File: config.mk
export PLATFORM = sky130hd
export DESIGN_NAME = packet_st_gen_mm_flat
export DESIGN_NICKNAME = d
export VERILOG_FILES = /design/src/rtl/packet_st_gen_mm_pkg.sv /design/src/rtl/packet_st_gen_mm_if.sv /design/src/rtl/packet_st_gen_mm_regs.sv /design/src/rtl/packet_st_gen_mm.sv /design/src/flat_wrapper.sv
export SDC_FILE = /design/constraint.sdc
export NUM_CORES = 1
export LEC_CHECK = 0
export CAP_MARGIN = 0
export CORE_ASPECT_RATIO = 0.8
export CORE_MARGIN = 8
export CORE_UTILIZATION = 52
export DETAILED_ROUTE_END_ITERATION = 6
export PLACE_DENSITY = 0.74
export SETUP_SLACK_MARGIN = 0.1
export SLEW_MARGIN = 25
export SYNTH_ARGS = -nofsm -noshare
export SYNTH_HDL_FRONTEND = slang
export SYNTH_SLANG_ARGS = --single-unit
export TNS_END_PERCENT = 20
File: constraint.sdc
create_clock -name clk -period 6.1 [get_ports clk]
set_clock_uncertainty 0.15 [all_clocks]
set_input_delay 1.22 -clock clk [delete_from_list [all_inputs] [get_ports clk]]
set_output_delay 1.22 -clock clk [all_outputs]
set_load 0.01 [all_outputs]
File: src/rtl/packet_st_gen_mm_pkg.sv
// rtl/packet_st_gen_mm_pkg.sv - shared constants, FSM encoding and address decode helper
package packet_st_gen_mm_pkg;

   localparam logic [7:0] ADDR_ID   = 8'h00;
   localparam logic [7:0] ADDR_LAST = 8'h0F;
   localparam logic [7:0] ID_VALUE  = 8'h5A;

   typedef enum logic [1:0] {
      RST  = 2'd0,
      IDLE = 2'd1,
      BUSY = 2'd2
   } state_t;

   // True for the writable window 0x01..0x0F; ID and unmapped space excluded.
   function automatic logic is_rw_addr(input logic [7:0] addr);
      return (addr != ADDR_ID) && (addr <= ADDR_LAST);
   endfunction

endpackage

File: src/rtl/packet_st_gen_mm_if.sv
// rtl/packet_st_gen_mm_if.sv - memory-mapped register bus between system master and generator CSRs
interface packet_st_gen_mm_if;

   logic [7:0] address;
   logic       write;
   logic       read;
   logic [7:0] writedata;
   logic       waitrequest;
   logic [7:0] readdata;

   modport master (
      output address,
      output write,
      output read,
      output writedata,
      input  waitrequest,
      input  readdata
   );

   modport slave (
      input  address,
      input  write,
      input  read,
      input  writedata,
      output waitrequest,
      output readdata
   );

endinterface

File: src/rtl/packet_st_gen_mm_regs.sv
// rtl/packet_st_gen_mm_regs.sv - 15x8 R/W register file with ID constant and unmapped decode
module packet_st_gen_mm_regs
   import packet_st_gen_mm_pkg::*;
(
   input  logic       clk,
   input  logic       reset,
   input  logic       we,
   input  logic [7:0] waddr,
   input  logic [7:0] wdata,
   input  logic [7:0] raddr,
   output logic [7:0] rdata
);

   logic [7:0] mem [1:15];

   always_ff @(posedge clk or posedge reset) begin
      if (reset) begin
         for (int i = 1; i <= 15; i++) begin
            mem[i] <= 8'h00;
         end
      end else if (we && is_rw_addr(waddr)) begin
         mem[waddr[3:0]] <= wdata;
      end
   end

   always_comb begin
      rdata = 8'h00;
      if (raddr == ADDR_ID) begin
         rdata = ID_VALUE;
      end else if (is_rw_addr(raddr)) begin
         rdata = mem[raddr[3:0]];
      end
   end

endmodule

File: src/rtl/packet_st_gen_mm.sv
// rtl/packet_st_gen_mm.sv - CSR slave: accept in IDLE, then hold waitrequest for WAIT_CYCLES
module packet_st_gen_mm
   import packet_st_gen_mm_pkg::*;
#(
   parameter int unsigned WAIT_CYCLES = 2
)(
   input  logic               clk,
   input  logic               reset,
   packet_st_gen_mm_if.slave  bus
);

   state_t     state;
   state_t     state_nx;
   logic [3:0] cnt;
   logic [3:0] cnt_nx;
   logic       accept;
   logic [7:0] reg_rdata;

   packet_st_gen_mm_regs u_regs (
      .clk   (clk),
      .reset (reset),
      .we    (accept && bus.write),
      .waddr (bus.address),
      .wdata (bus.writedata),
      .raddr (bus.address),
      .rdata (reg_rdata)
   );

   always_comb begin
      state_nx = state;
      cnt_nx   = cnt;
      accept   = 1'b0;
      case (state)
         RST: begin
            state_nx = IDLE;
         end
         IDLE: begin
            if (bus.read || bus.write) begin
               accept   = 1'b1;
               state_nx = BUSY;
               cnt_nx   = WAIT_CYCLES[3:0];
            end
         end
         BUSY: begin
            if (cnt <= 4'd1) begin
               state_nx = IDLE;
               cnt_nx   = 4'd0;
            end else begin
               cnt_nx = cnt - 4'd1;
            end
         end
         default: begin
            state_nx = RST;
         end
      endcase
   end

   // waitrequest tracks the next state so it changes on the same edge as the FSM.
   always_ff @(posedge clk or posedge reset) begin
      if (reset) begin
         state           <= RST;
         cnt             <= 4'd0;
         bus.waitrequest <= 1'b1;
         bus.readdata    <= 8'h00;
      end else begin
         state           <= state_nx;
         cnt             <= cnt_nx;
         bus.waitrequest <= (state_nx != IDLE);
         if (accept && bus.read) begin
            bus.readdata <= reg_rdata;
         end
      end
   end

endmodule

File: src/flat_wrapper.sv
// flat-port wrapper written by rule: the top's interface ports become plain ports
module packet_st_gen_mm_flat import packet_st_gen_mm_pkg::*;
#(
   parameter int unsigned WAIT_CYCLES = 2
)
  (clk, reset, bus_address, bus_write, bus_read, bus_writedata, bus_waitrequest, bus_readdata);
  packet_st_gen_mm_if bus_i ();
  input  logic clk;
  input  logic reset;
  input wire logic [$bits(bus_i.address)-1:0] bus_address;
  input wire logic [$bits(bus_i.write)-1:0] bus_write;
  input wire logic [$bits(bus_i.read)-1:0] bus_read;
  input wire logic [$bits(bus_i.writedata)-1:0] bus_writedata;
  output wire logic [$bits(bus_i.waitrequest)-1:0] bus_waitrequest;
  output wire logic [$bits(bus_i.readdata)-1:0] bus_readdata;
  assign bus_i.address = bus_address;
  assign bus_i.write = bus_write;
  assign bus_i.read = bus_read;
  assign bus_i.writedata = bus_writedata;
  assign bus_waitrequest = bus_i.waitrequest;
  assign bus_readdata = bus_i.readdata;
  packet_st_gen_mm #(.WAIT_CYCLES(WAIT_CYCLES)) u_core (.clk(clk), .reset(reset), .bus(bus_i));
endmodule
======== Word level (Yosys, flattened, before mapping) ========
Index checks and enable logic that the tools add are counted.
cells by class
  reductions and logical operators ........ 11
  eq/ne operators ......................... 4
  bitwise gates (word level) .............. 1
  add/sub/neg operators ................... 1
  multiplexer cells ....................... 16
  $lt $le $gt $ge ......................... 4
operators by type and width
  cell                   number
  $bwmux W120            1
  $mux W8                5
  $bmux W8 S4            1
  $demux W8 S4           1
  $le A8 B4 Y1 const B   1
  $logic_not A8 Y1       1
  $mux W4                2
  $pmux W4 S2            1
  $reduce_bool A8 Y1     1
  $pmux W2 S3            1
  $ge A5 B5 Y1 const B   1
  $logic_and A1 B1 Y1    5
  $lt A5 B1 Y1 const B   1
  $not A4 Y5             1
  $le A4 B1 Y1 const B   1
  $mux W2                2
  $ne A2 B1 Y1 const B   2
  $sub A4 B1 Y4 const B  1
  $eq A2 B1 Y1 const B   1
  $eq A2 B2 Y1 const B   1
  $logic_not A2 Y1       1
  $mux W1                2
  $reduce_and A2 Y1      1
  $reduce_bool A2 Y1     1
  $logic_or A1 B1 Y1     1
word-level totals
  bits in registers ....................... 135
  output and inout port bits .............. 9

======== Depth between registers and ports, before layout ========
  word-level depth ........................ 6
  mapped depth ............................ 7

======== Cells and area by module ========
From an unflattened synthesis, not the netlist that was laid out.
unflattened totals
  cell total of the unflattened synthesis .. 427
  area total of the unflattened synthesis .. 6381.1 sq um
modules (own cells, without submodules)
  module                 times used  area an instance (sq um)  cells each
  packet_st_gen_mm_regs  1           5676.7                    375
  packet_st_gen_mm       1           704.4                     52

======== Worst setup path after synthesis ========
No wires, ideal clock.
  path type ............................... in2reg
  start point ............................. input bus_address[7]
  end point ............................... register u_core.u_regs.mem[10] (netlist bit)
  arrival ................................. 2.789 ns
  path slack .............................. 3.036 ns
  buffers on the path ..................... 1
  required time ........................... 5.825 ns
  library setup time ...................... 0.125 ns
  cell stages on the path ................. 5
  cells stage by stage .................... nor4_4 > nand3_4 > or4_1 > buf_6 > mux2_4
between the ends
  cells in the longest elaborated chain, start to end .. 3
RTL lines
  item                                                line                         source
  from (decl)                                         flat_wrapper.sv:10           input wire logic [$bits(bus_i.address)-1:0] bus_address;
  $le A8 B4 Y1 or $reduce_bool A8 Y1 (tied branches)  packet_st_gen_mm_pkg.sv:16   return (addr != ADDR_ID) && (addr <= ADDR_LAST);
  $logic_and A1 B1 Y1 (*)                             packet_st_gen_mm_pkg.sv:16
  $logic_and A1 B1 Y1 (*)                             packet_st_gen_mm_regs.sv:21  end else if (we && is_rw_addr(waddr)) begin
  to (signal, indexed assignment)                     packet_st_gen_mm_regs.sv:22  mem[waddr[3:0]] <= wdata;
  to (decl)                                           packet_st_gen_mm_regs.sv:14  logic [7:0] mem [1:15];
Every way passes the cells marked *; elsewhere a longest branch is shown, timed or not.
A chain may end at the register's enable or synchronous reset.

======== Worst setup path after layout ========
  start point ............................. input bus_address[2]
  end point ............................... register u_core.u_regs.mem[83] (netlist bit)
between the ends
  cells in the longest elaborated chain, start to end .. 6
RTL lines
  item                                                                line
  $not A4 Y5 (implied by the code)                                    packet_st_gen_mm_regs.sv:22
  $ge A5 B5 Y1 (implied by the code) or $lt A5 B1 Y1 (tied branches)  packet_st_gen_mm_regs.sv:22
  $logic_and A1 B1 Y1 (implied by the code)                           packet_st_gen_mm_regs.sv:22
  $mux W8 (implied by the code)                                       packet_st_gen_mm_regs.sv:22
  $demux W8 S4                                                        packet_st_gen_mm_regs.sv:22
  $bwmux W120                                                         packet_st_gen_mm_regs.sv:22
Several ways; a longest one is shown, not always the timed one.

==> impl_metrics.py <==
metrics = {
    "run_status": {
        "status": "finished, final reports clean",
    },
    "power_and_ir_drop": {
        "swShare_pct": 27.1,
        "p_leak_nw": 3.50,
        "power.total_mw": 2.27,
        "pwr-share-comb_pct": 14.0,
        "p_clk_share_pct": 42.2,
        "p_seq_share_pct": 43.8,
        "max-vdd-ir-drop_v": 0.000213,
        "cellPowerDensity_mw_per_mm2": 307,
        "p_switching_mw": 0.616,
        "intPower_mw": 1.65,
    },
    "place": {
        "placed_cells": 592,
        "post-place-ws_ns": 1.88,
        "place_congestion": 0.826,
        "placed_area_sq_mm": 0.00683,
        "dp_hpwl_um": 9800,
        "io_buffers": 28,
    },
    "critical_path": {
        "crit_type": "in2reg",
        "required_ns": 6.24,
        "cp_max_fo": 19,
        "cp.depth": 4,
        "reg2regPathDepth": 5,
        "crit_family": "simple AND/OR/NAND/NOR gates",
        "crit_slowest_cell": "clkdlybuf4s50_1",
        "path_cells": "clkdlybuf4s50_1 > nand2b_1 > or4_1 > mux2_4",
        "cp.arrival_ns": 3.96,
        "slowest_delay_ns": 1.03,
        "crit_buf_inv": 1,
        "end_kind": "flop",
        "worstSetupStartpointType": "input port",
    },
    "floorplanning": {
        "rows": 36,
        "start_util_pct": 53.2,
        "fp.dieH_um": 116,
        "dieArea_sq_mm": 0.0163,
        "pin_count": 29,
        "fp.dieW_um": 141,
        "core-area_sq_mm": 0.0122,
    },
    "final_layout": {
        "antennaDiodeCount": 0,
        "fill_cells": 896,
        "area_growth_pct": 14.1,
        "multiInputGateArea_sq_mm": 0.00292,
        "stdcell_area_sq_mm": 0.00739,
        "seq_area_sq_mm": 0.00338,
        "drive_gt1_share_pct": 43.7,
        "final_cells": 623,
        "final_core_util_pct": 60.7,
        "final_common_cell": "dfrtp_1",
        "fin_nets": 481,
        "final_cell_mix": "134 x dfrtp_1, 104 x mux2_2, 27 x clkdlybuf4s50_1",
    },
    "detailed_routing": {
        "vias": 3886,
        "drt_iter0_drc": 274,
        "detail_route.wl_per_cell_um": 23.4,
        "viasPerCell": 6.24,
        "drt-pass1-iter-count": 5,
        "drc": 0,
        "postRouteAntennaNets": 0,
        "drt-total-wl_um": 14600,
    },
    "grt": {
        "grt_usage_pct": 19.3,
        "grt_pass1_vias": 4101,
        "grt_max_degree": 58,
        "antenna_found_initial": 0,
        "overflow": 0,
        "grt_first_pass_wirelength_um": 23800,
    },
    "clock_network": {
        "root_buffer": "clkbuf_16",
        "clockBufferDepth": 2,
        "post_cts_resize_count": 0,
        "postCtsSetupBuffers": 0,
        "htree_levels": 4,
        "cts_tree": "yes",
        "clkSinkCount": 135,
        "cts_buffers": 17,
        "hold_buffers": 0,
        "clock_latency_ns": 0.42,
        "clk_pin_slew_ns": 0.06,
    },
    "sta": {
        "rsz0062_at_grt": "false",
        "worst_slack_ns": 2.28,
        "drv_slew": 0,
        "finalCritPeriodShare_pct": 62.7,
        "setup_viol": 0,
        "timing.setup.tns_ns": 0,
        "final.min_clock_period_ns": 3.82,
        "timing.fmax_mhz": 262,
        "holdWs_ns": 0.350,
        "slew-limit-headroom_pct": 35.9,
        "worstMarginPinSlew_ns": 0.959,
        "hold_viol_final": 0,
    },
    "synthesis": {
        "synth_nets": 458,
        "async_flop_share_pct": 100,
        "ys_warn_count": 0,
        "ys_types": 50,
        "synth.area.top_cells": "dfrtp_1 52%, mux2_2 18%, mux4_2 6.6%",
        "synth_edf_count": 0,
        "synth_cells": 436,
        "syn-cell-area_sq_mm": 0.00647,
        "synth.top_cell.area_share_pct": 51.8,
        "yosysSeqAreaShare_pct": 52.2,
        "synth_area_leader_cell": "dfrtp_1",
        "syn_avg_cell_area_sq_um": 14.8,
        "synth-seq-cells": 135,
        "synthFlopType": "dfrtp_1",
    },
    "job": {
        "maxCapViolations": 0,
    },
    "worst_hold_path": {
        "worstHoldPathCells": 1,
        "hp-class": "reg2reg",
    },
}
-- final cells by class --
class	instances	share of cell area, %
well taps	152	2.57
clock buffers	18	5.81
flip-flops and latches	135	45.8
clock inverters	13	1.68
multi-input cells	266	39.6
repair buffers	34	4.34
inverters	5	0.288
-- worst register-to-register path: stages (launching register included) --
cell     delay, ns
dfrtp_1       0.42
and2b_1       0.26
o21ai_1       0.17
buf_4         0.26
or4_1         0.84
mux2_4        0.41
-- synth_stat cells (2+ instances only) --
master / count
inv_1: 5
a311oi_1: 2
nand2b_1: 5
or3_1: 2
dfrtp_1: 134
mux2_4: 24
ha_1: 2
o22ai_1: 7
a21oi_1: 4
nor2b_1: 4
buf_1: 4
buf_6: 3
or4_1: 4
o2bb2ai_1: 3
nand2_1: 12
a22oi_1: 4
o311a_1: 2
a21o_1: 2
nor2_1: 6
buf_2: 7
nor3_2: 7
o31ai_1: 5
mux4_2: 19
nor3_1: 2
or2_2: 3
nor4_4: 6
clkbuf_1: 13
o21ai_0: 3
mux2_2: 104
buf_4: 2
o221ai_1: 2
mux2i_1: 9
a221o_1: 3
a211oi_1: 2
a221oi_1: 5
-- sequential cells by signal, indices dropped and copies added (netlist names) --
signal / cells
u_core.cnt: 4
u_core.bus.waitrequest: 1
u_core.u_regs.mem: 120
u_core.state: 2
u_core.bus.readdata: 8
-- final timing paths --
path	start	endpoint	slack (ns)
hold / removal	u_core.u_regs.mem[73]$_DFFE_PP0P_	u_core.u_regs.mem[73]$_DFFE_PP0P_	0.35
min in group asynchronous	reset	u_core.u_regs.mem[2]$_DFFE_PP0P_	1.11
setup reg to reg	u_core.state[1]$_DFF_PP0_	u_core.u_regs.mem[15]$_DFFE_PP0P_	3.48
hold reg to reg	u_core.u_regs.mem[73]$_DFFE_PP0P_	u_core.u_regs.mem[73]$_DFFE_PP0P_	0.35
max in group asynchronous	reset	u_core.bus.waitrequest$_DFF_PP1_	3.67
setup / recovery	bus_address[2]	u_core.u_regs.mem[83]$_DFFE_PP0P_	2.28
-- routing by layer --
layer / global-route usage [%] / part of all wire [%]
met5: 0 / 0
met1: 27.3 / 46
met2: 28.7 / 46
met4: 5.71 / 0.64
met3: 5.19 / 7.9
-- kinds of logic (layout without fill, tap and decap cells) --
| logic type | count (synthesis) | after routing | share of synthesized area (%) |
|---|---|---|---|
| compound gates | 47 | 47 | 5.53 |
| xor+xnor | 1 | 1 | 0.135 |
| fa+ha+maj | 2 | 2 | 0.387 |
| buf+inv | 35 | 70 | 2.65 |
| flops | 135 | 135 | 52.2 |
| mux | 156 | 156 | 31.7 |
| simple gates | 60 | 60 | 7.42 |
-- power groups by stage --
| stage | logic (mW) | clock network (mW) | registers (mW) |
|---|---|---|---|
| finish | 0.318 | 0.958 | 0.995 |
| global route | 0.351 | 1.01 | 1.00 |
| CTS | 0.321 | 0.967 | 0.995 |
| detailed placement | 0.319 | 0 | 1.01 |
| global placement | 0.308 | 0 | 1.01 |
| floorplan | 0.211 | 0 | 1.00 |
Note: power is estimated with default switching activity, not from simulation.
